===== config.mk =====
export PLATFORM = sky130hd
export DESIGN_NAME = cond_unit
export DESIGN_NICKNAME = d
export VERILOG_FILES = /design/src/rtl/cond_pkg.sv /design/src/rtl/condition_check.sv /design/src/rtl/cond_unit.sv
export SDC_FILE = /design/constraint.sdc
export NUM_CORES = 1
export LEC_CHECK = 0
export CAP_MARGIN = 20
export CORE_AREA = 4 4 41 43
export CTS_BUF_LIST = sky130_fd_sc_hd__clkbuf_4
export DETAILED_ROUTE_END_ITERATION = 7
export DIE_AREA = 0 0 45 47
export GPL_TIMING_DRIVEN = 0
export PLACE_DENSITY = 0.78
export SETUP_SLACK_MARGIN = 0.4
export SLEW_MARGIN = 20
export SYNTH_ARGS = -nofsm -noshare
export SYNTH_HDL_FRONTEND = slang
export SYNTH_HIERARCHICAL = 1
export SYNTH_SLANG_ARGS = --single-unit

===== constraint.sdc =====
create_clock -name clk -period 1.8 [get_ports clk]
set_clock_uncertainty 0.1 [all_clocks]
set_input_delay 0.45 -clock clk [delete_from_list [all_inputs] [get_ports clk]]
set_output_delay 0.45 -clock clk [all_outputs]
set_load 0.05 [all_outputs]

===== src/rtl/cond_pkg.sv =====
// Shared constants for the conditional-execution stage.
package cond_pkg;

  // Instruction condition field encodings
  localparam logic [3:0] COND_EQ = 4'b0000;
  localparam logic [3:0] COND_NE = 4'b0001;
  localparam logic [3:0] COND_CS = 4'b0010;
  localparam logic [3:0] COND_CC = 4'b0011;
  localparam logic [3:0] COND_MI = 4'b0100;
  localparam logic [3:0] COND_PL = 4'b0101;
  localparam logic [3:0] COND_VS = 4'b0110;
  localparam logic [3:0] COND_VC = 4'b0111;
  localparam logic [3:0] COND_HI = 4'b1000;
  localparam logic [3:0] COND_LS = 4'b1001;
  localparam logic [3:0] COND_GE = 4'b1010;
  localparam logic [3:0] COND_LT = 4'b1011;
  localparam logic [3:0] COND_GT = 4'b1100;
  localparam logic [3:0] COND_LE = 4'b1101;
  localparam logic [3:0] COND_AL = 4'b1110;

  // Bit positions inside the {N,Z,C,V} flags vector
  localparam int FLAG_N = 3;
  localparam int FLAG_Z = 2;
  localparam int FLAG_C = 1;
  localparam int FLAG_V = 0;

  // Bit positions inside the flag_w request
  localparam int FW_NZ = 1;
  localparam int FW_CV = 0;

endpackage


===== src/rtl/condition_check.sv =====
// Combinational evaluation of a condition field against {N,Z,C,V}.
module condition_check
  import cond_pkg::*;
(
  input  logic [3:0] Cond,
  input  logic [3:0] Flags,
  output logic       CondEx
);

  logic n, z, c, v, ge;

  assign n  = Flags[FLAG_N];
  assign z  = Flags[FLAG_Z];
  assign c  = Flags[FLAG_C];
  assign v  = Flags[FLAG_V];
  assign ge = (n == v);

  // Decode the condition field; 1111 is executed unconditionally like AL
  always_comb begin
    CondEx = 1'b1;
    case (Cond)
      COND_EQ: CondEx = z;
      COND_NE: CondEx = ~z;
      COND_CS: CondEx = c;
      COND_CC: CondEx = ~c;
      COND_MI: CondEx = n;
      COND_PL: CondEx = ~n;
      COND_VS: CondEx = v;
      COND_VC: CondEx = ~v;
      COND_HI: CondEx = c & ~z;
      COND_LS: CondEx = ~c | z;
      COND_GE: CondEx = ge;
      COND_LT: CondEx = ~ge;
      COND_GT: CondEx = ~z & ge;
      COND_LE: CondEx = z | ~ge;
      default: CondEx = 1'b1;
    endcase
  end

endmodule


===== src/rtl/cond_unit.sv =====
// Conditional-execution stage: NZCV register, latched condition result,
// and gating of architectural writes.
module cond_unit
  import cond_pkg::*;
#(
  parameter logic [3:0] RESET_FLAGS = 4'b0000
) (
  input  logic       clk,
  input  logic       reset,
  input  logic       en,
  input  logic [3:0] cond,
  input  logic [3:0] alu_flags,
  input  logic       cond_latch,
  input  logic [1:0] flag_w,
  input  logic       pcs,
  input  logic       reg_w,
  input  logic       mem_w,
  input  logic       no_write,
  output logic [3:0] flags,
  output logic       cond_ex,
  output logic       cond_ex_q,
  output logic       pcs_g,
  output logic       reg_w_g,
  output logic       mem_w_g
);

  // Condition is always judged on the stored flags, not the ALU's
  condition_check u_check (
    .Cond   (cond),
    .Flags  (flags),
    .CondEx (cond_ex)
  );

  // Flag halves and the latched result; flag writes use the old cond_ex_q,
  // so a capture and a flag write in one cycle do not interact
  always_ff @(posedge clk) begin
    if (reset) begin
      flags     <= RESET_FLAGS;
      cond_ex_q <= 1'b0;
    end else if (en) begin
      if (cond_latch)
        cond_ex_q <= cond_ex;
      if (flag_w[FW_NZ] && cond_ex_q)
        flags[FLAG_N:FLAG_Z] <= alu_flags[FLAG_N:FLAG_Z];
      if (flag_w[FW_CV] && cond_ex_q)
        flags[FLAG_C:FLAG_V] <= alu_flags[FLAG_C:FLAG_V];
    end
  end

  // Write enables gated by the latched result, no added latency
  always_comb begin
    pcs_g   = pcs & cond_ex_q;
    reg_w_g = reg_w & ~no_write & cond_ex_q;
    mem_w_g = mem_w & cond_ex_q;
  end

endmodule


# --- Word level (Yosys, flattened, before mapping) ---
# Index checks and enable logic that the tools add are counted.
classes:
  add_sub_neg: 0
  multipliers: 0
  n_div: 0
  order_cmp: 0
  eq_ne: 14
  n_shift: 0
  muxes: 1
  bitwise_logic: 14
  reduce_logical: 6
ops:
  columns: ["cell", "n"]
  rows:
  - ["$eq A4 B4 Y1 const B", 6]
  - ["$eq A4 B3 Y1 const B", 4]
  - ["$pmux W1 S14", 1]
  - ["$eq A4 B2 Y1 const B", 2]
  - ["$and A1 B1 Y1", 6]
  - ["$not A1 Y1", 6]
  - ["$reduce_and A2 Y1", 3]
  - ["$eq A4 B1 Y1 const B", 1]
  - ["$logic_not A4 Y1", 1]
  - ["$logic_and A1 B1 Y1", 2]
  - ["$or A1 B1 Y1", 2]
  - ["$eq A1 B1 Y1", 1]
totals:
  regBits: 5
  latchBits: 0
  ram_bits: 0
  rom_bits: 0
  in_bits: 18
  output_inout_bits: 9
  wordCells: 38
  n_memories: 0

# --- Logic depth before layout (Yosys ltp) ---
depth:
  ltp_word: 4
  mapped_depth: 7
  mapped_depth_nobuf: 6

# --- By module ---
# The synthesis kept the hierarchy.
by_module_without_submodules:
  columns: ["mod", "n_inst", "cells_per_inst", "area_each_um2", "seq_area_each_um2"]
  rows:
  - ["cond_unit", 1, 25, 261.5, 100.1]
  - ["condition_check", 1, 23, 165.2, 0.0]

# --- Worst setup path after synthesis ---
# OpenSTA, ideal clock, no wires.
synth_timing:
  kind: "reg2out"
  start: "register flags[3]"
  end: "output cond_ex"
  arrival_ns: 1.591
  t_required_ns: 1.250
  setup_slack_ns: -0.341
  stages_incl_launch_ff: 5
  path_buffers: 0
  cell_sequence: "dfxtp_1 xnor2_1 a22oi_2 xnor2_1 a211o_1"
synth_between:
  elab_chain_len: 4
  word_cells_on_any_way: 6
  cone_classes: "1 x eq/ne; 1 x mux; 4 x bitwise"
synth_lines:
  columns: ["element", "line", "rtl"]
  rows:
  - ["start, declared", "cond_unit.sv:19", "output logic [3:0] flags,"]
  - ["start signal, assigned by index", "cond_unit.sv:44", "flags[FLAG_N:FLAG_Z] <= alu_flags[FLAG_N:FLAG_Z];"]
  - ["start signal, assigned by index", "cond_unit.sv:46", "flags[FLAG_C:FLAG_V] <= alu_flags[FLAG_C:FLAG_V];"]
  - ["$eq A1 B1 Y1", "condition_check.sv:16", "assign ge = (n == v);"]
  - ["$not A1 Y1", "condition_check.sv:33, condition_check.sv:35", null]
  - ["$or A1 B1 Y1", "condition_check.sv:35", "COND_LE: CondEx = z | ~ge;"]
  - ["$pmux W1 S14 (*)", "condition_check.sv:21", "case (Cond)"]
  - ["end, declared", "cond_unit.sv:20", "output logic cond_ex,"]
# Mark *: on every way between the ends. The rest lies on a longest branch, timed or not.

# --- Worst setup path in the final report ---
# Ends and elaborated chain as after synthesis.

==> key figures <==
Status
  • Run status: finished with violations
  • Violated checks: setup timing

Critical path
  • Critical path data required time: between 1 and 1.5 ns
  • Capturing element type of the critical path: output pin
  • Crit path DAT: 1.51 ns
  • Slowest-stage cell, CP: dfxtp_4
  • Critical path, cell by cell: a21o_2, a21oi_2, o32ai_1, a211o_2, buf_8
  • Classification of the worst setup path: register to output pin
  • Reg-to-reg endpoint: cond_ex_q$_SDFFE_PP0P_
  • Nature of the critical path startpoint: register
  • R2r setup slk: between 0.3 and 0.4 ns
  • Peak fanout along the critical path: 6
  • Startpoint of the worst-slack reg-to-reg timing path: flags[3]$_SDFFE_PP0P_
  • R2R depth: 6
  • Worst stage delay on the critical path: approximately 0.36 ns

Synth
  • Unique masters post-synth: 23
  • Net count after synthesis: 66
  • Summed instance area of the synthesized netlist: 427 um2
  • Number of storage elements in the synthesis netlist: 5
  • Portion of the post-synthesis area used by sequential elements: 23.5%
  • Syn. warnings: 6
  • Mean instance size in the synthesized netlist: 8.89 um2
  • Gate Count Post-Synth: 48

STA
  • Achievable clock frequency: around 490 MHz
  • Final period util: 115%
  • Total count of hold-check failures in the final report: 0
  • Total setup violations reported at the end of the flow: 1
  • Slew of the pin with the lowest slew margin: approximately 0.25 ns
  • Max-slew violations: 0
  • Setup repair after global routing missed its margin: yes
  • Hold Slack: 0.409 ns
  • Least setup slack across all paths after layout: -0.261 ns
  • Worst slew margin: about 83%
  • Final TNS setup: -0.261 ns
  • Post-layout minimum cycle time: approximately 2.1 ns

Layout
  • Diodes inserted: 0
  • Proportion of layout cells with a drive suffix above 1: between 40% and 50%
  • Layout filler cell count: ~130
  • Final non-filler cell area: approximately 800 um2
  • Most frequent cells in the layout: nand2b_1 (9), clkdlybuf4s50_1 (8), buf_8 (7)
  • Final standard cell count with taps included and fillers excluded: 95
  • Final net count: 99
  • Final Core Density: between 60 and 70%
  • Layout area overhead: 85.0%
  • Most common library cell in the layout ignoring fill and taps: nand2b_1

Min path
  • Endpoint of the worst hold path: flags[1]$_SDFFE_PP0P_
  • Number of cells on the worst hold path: 2
  • Class of the tightest hold or removal check: register to register
  • Startpoint of the lowest-slack hold path: flags[1]$_SDFFE_PP0P_

Clocking
  • Buffer depth of the longest clock path: 2
  • Cts-stage hold buffer count: 0
  • Buffer cell driving the clock tree root: clkbuf_4
  • Clk sink count: 5
  • Number of H-tree levels: 1
  • Clock Pin Slew Worst Setup and Hold Paths: around 0.050 ns
  • TritonCTS clock tree: done
  • Number of buffers created by CTS: 3
  • Worst skew pair latency: approximately 0.24 ns

Floorplan
  • Height of the die: between 40 and 50 um
  • Top-level port count: 27
  • Starting density of the core: between 30% and 40%
  • Core area: ~1300 um2
  • Cell row count: 13
  • Horizontal die dimension: between 40 and 50 um
  • Die Outline Area: 2120 um2

Pwr
  • Power density over the cells: 504 nW/um2
  • Design Power: between 300 and 400 uW
  • Max rail drop VDD: 0.285 mV
  • Leakage power: between 0.3 and 0.4 nW

Place
  • Post-placement cell area: between 700 and 800 um2
  • Final weighted congestion in routability-driven placement: around 0.73
  • Post-place setup slack: -1.28 ns
  • DP HPWL: ~900 um
  • Port-buffer cells: 25
  • DP Cell Count: 88

Job
  • Max-cap violations: 0

GRT
  • Antenna violations before repair: 0
  • Total congestion overflow after global routing: 0
  • Largest net degree at the start of global routing: 10
  • Via count of the first global-routing pass: 490
  • Global-route wire length before repair: 1900 um
  • Total track usage: about 12%

Route
  • Final Routed Wirelength: about 1200 um
  • First-pass iteration count of the detailed router: 2
  • Number of nets with antenna violations after routing: 0
  • Per-cell routed wire length: about 13 um
  • Iteration-0 DRC count of the detailed router: 5
  • Via/cell ratio: about 5.0
  • Vias after detailed routing: 476
  • Remaining routing DRC violations: 0
## area by class of cell
cell class	count	area (um2)	area share, %
inverter	1	3.75	0.475
timing repair buffer	28	278	35.2
multi-input combinational	41	333	42.2
buffer	1	15.0	1.90
clock buffer	4	30.0	3.80
sequential	5	111	14.1
tap	15	18.8	2.38
## metal layers
layer	track usage [%]	vias up	routed length (um)
met1	13.4	213	465
li1	-	238	-
met3	4.60	0	159
met5	0	-	0
met4	3.51	0	0
met2	21.5	25	567
## cell usage after synthesis, drive strengths merged
cell type / count / area [um2]
and3: 2 / 22.5
and3b: 2 / 18.8
a22oi: 1 / 12.5
nor2b: 2 / 12.5
a21bo: 1 / 10.0
o32ai: 1 / 8.76
nor3b: 2 / 15.0
and2: 2 / 15.0
xnor2: 4 / 35.0
a21oi: 3 / 18.8
nand2: 2 / 7.51
inv: 1 / 3.75
nand3: 1 / 5.00
a31oi: 1 / 6.26
dfxtp: 5 / 100
a21o: 1 / 8.76
buf: 1 / 5.00
nand2b: 9 / 56.3
o22ai: 1 / 6.26
a211o: 1 / 8.76
mux2i: 5 / 50.1
## repair_timing
| item | in CTS | in global routing |
|---|---|---|
| buffers inserted | 1 | 2 |
| pin swaps | 6 | 3 |
| gates resized for setup | 86 | 14 |
| gates cloned | 0 | 0 |
| setup endpoints to repair | 10 | 10 |
## critical path, delay by kind of cell (launching register included)
family | cells | cell delay, ns
AO/OA/AOI/OAI | 4 | 0.76
buffers and inverters | 1 | 0.16
flip-flops | 1 | 0.36
## cells by family after synthesis
family                 Yosys count  synth area share, %
AND/OR/NAND/NOR                 22                 35.8
AO/OA/AOI/OAI                   10                 18.8
multiplexers                     5                 11.7
flip-flops                       5                 23.5
XOR/XNOR                         4                 8.21
buffers and inverters            2                 2.05
## power by group
group	internal (mW)	total [mW]	leakage (nW)	switching, mW
clock network	0.0987	0.142	0.0184	0.0434
registers	0.112	0.116	0.0435	0.00416
logic	0.0761	0.140	0.277	0.0638
total	0.287	0.398	0.338	0.111
## flip-flops by register name, indices dropped and copies added (netlist names)
| name | flops |
|---|---|
| flags | 4 |
| cond_ex_q | 1 |
## worst max path at each step
stage	from	slack [ns]	to	cells after the start
detailed placement	cond[1]	-1.28	cond_ex	6
CTS	flags[2]$_SDFFE_PP0P_	-0.27	cond_ex	5
finish	flags[3]$_SDFFE_PP0P_	-0.26	cond_ex	5
global route	flags[2]$_SDFFE_PP0P_	-0.30	cond_ex	5
floorplan	cond[3]	-0.11	cond_ex	5
global placement	cond[1]	-1.26	cond_ex	6
Power figures use the tool's default switching activity.
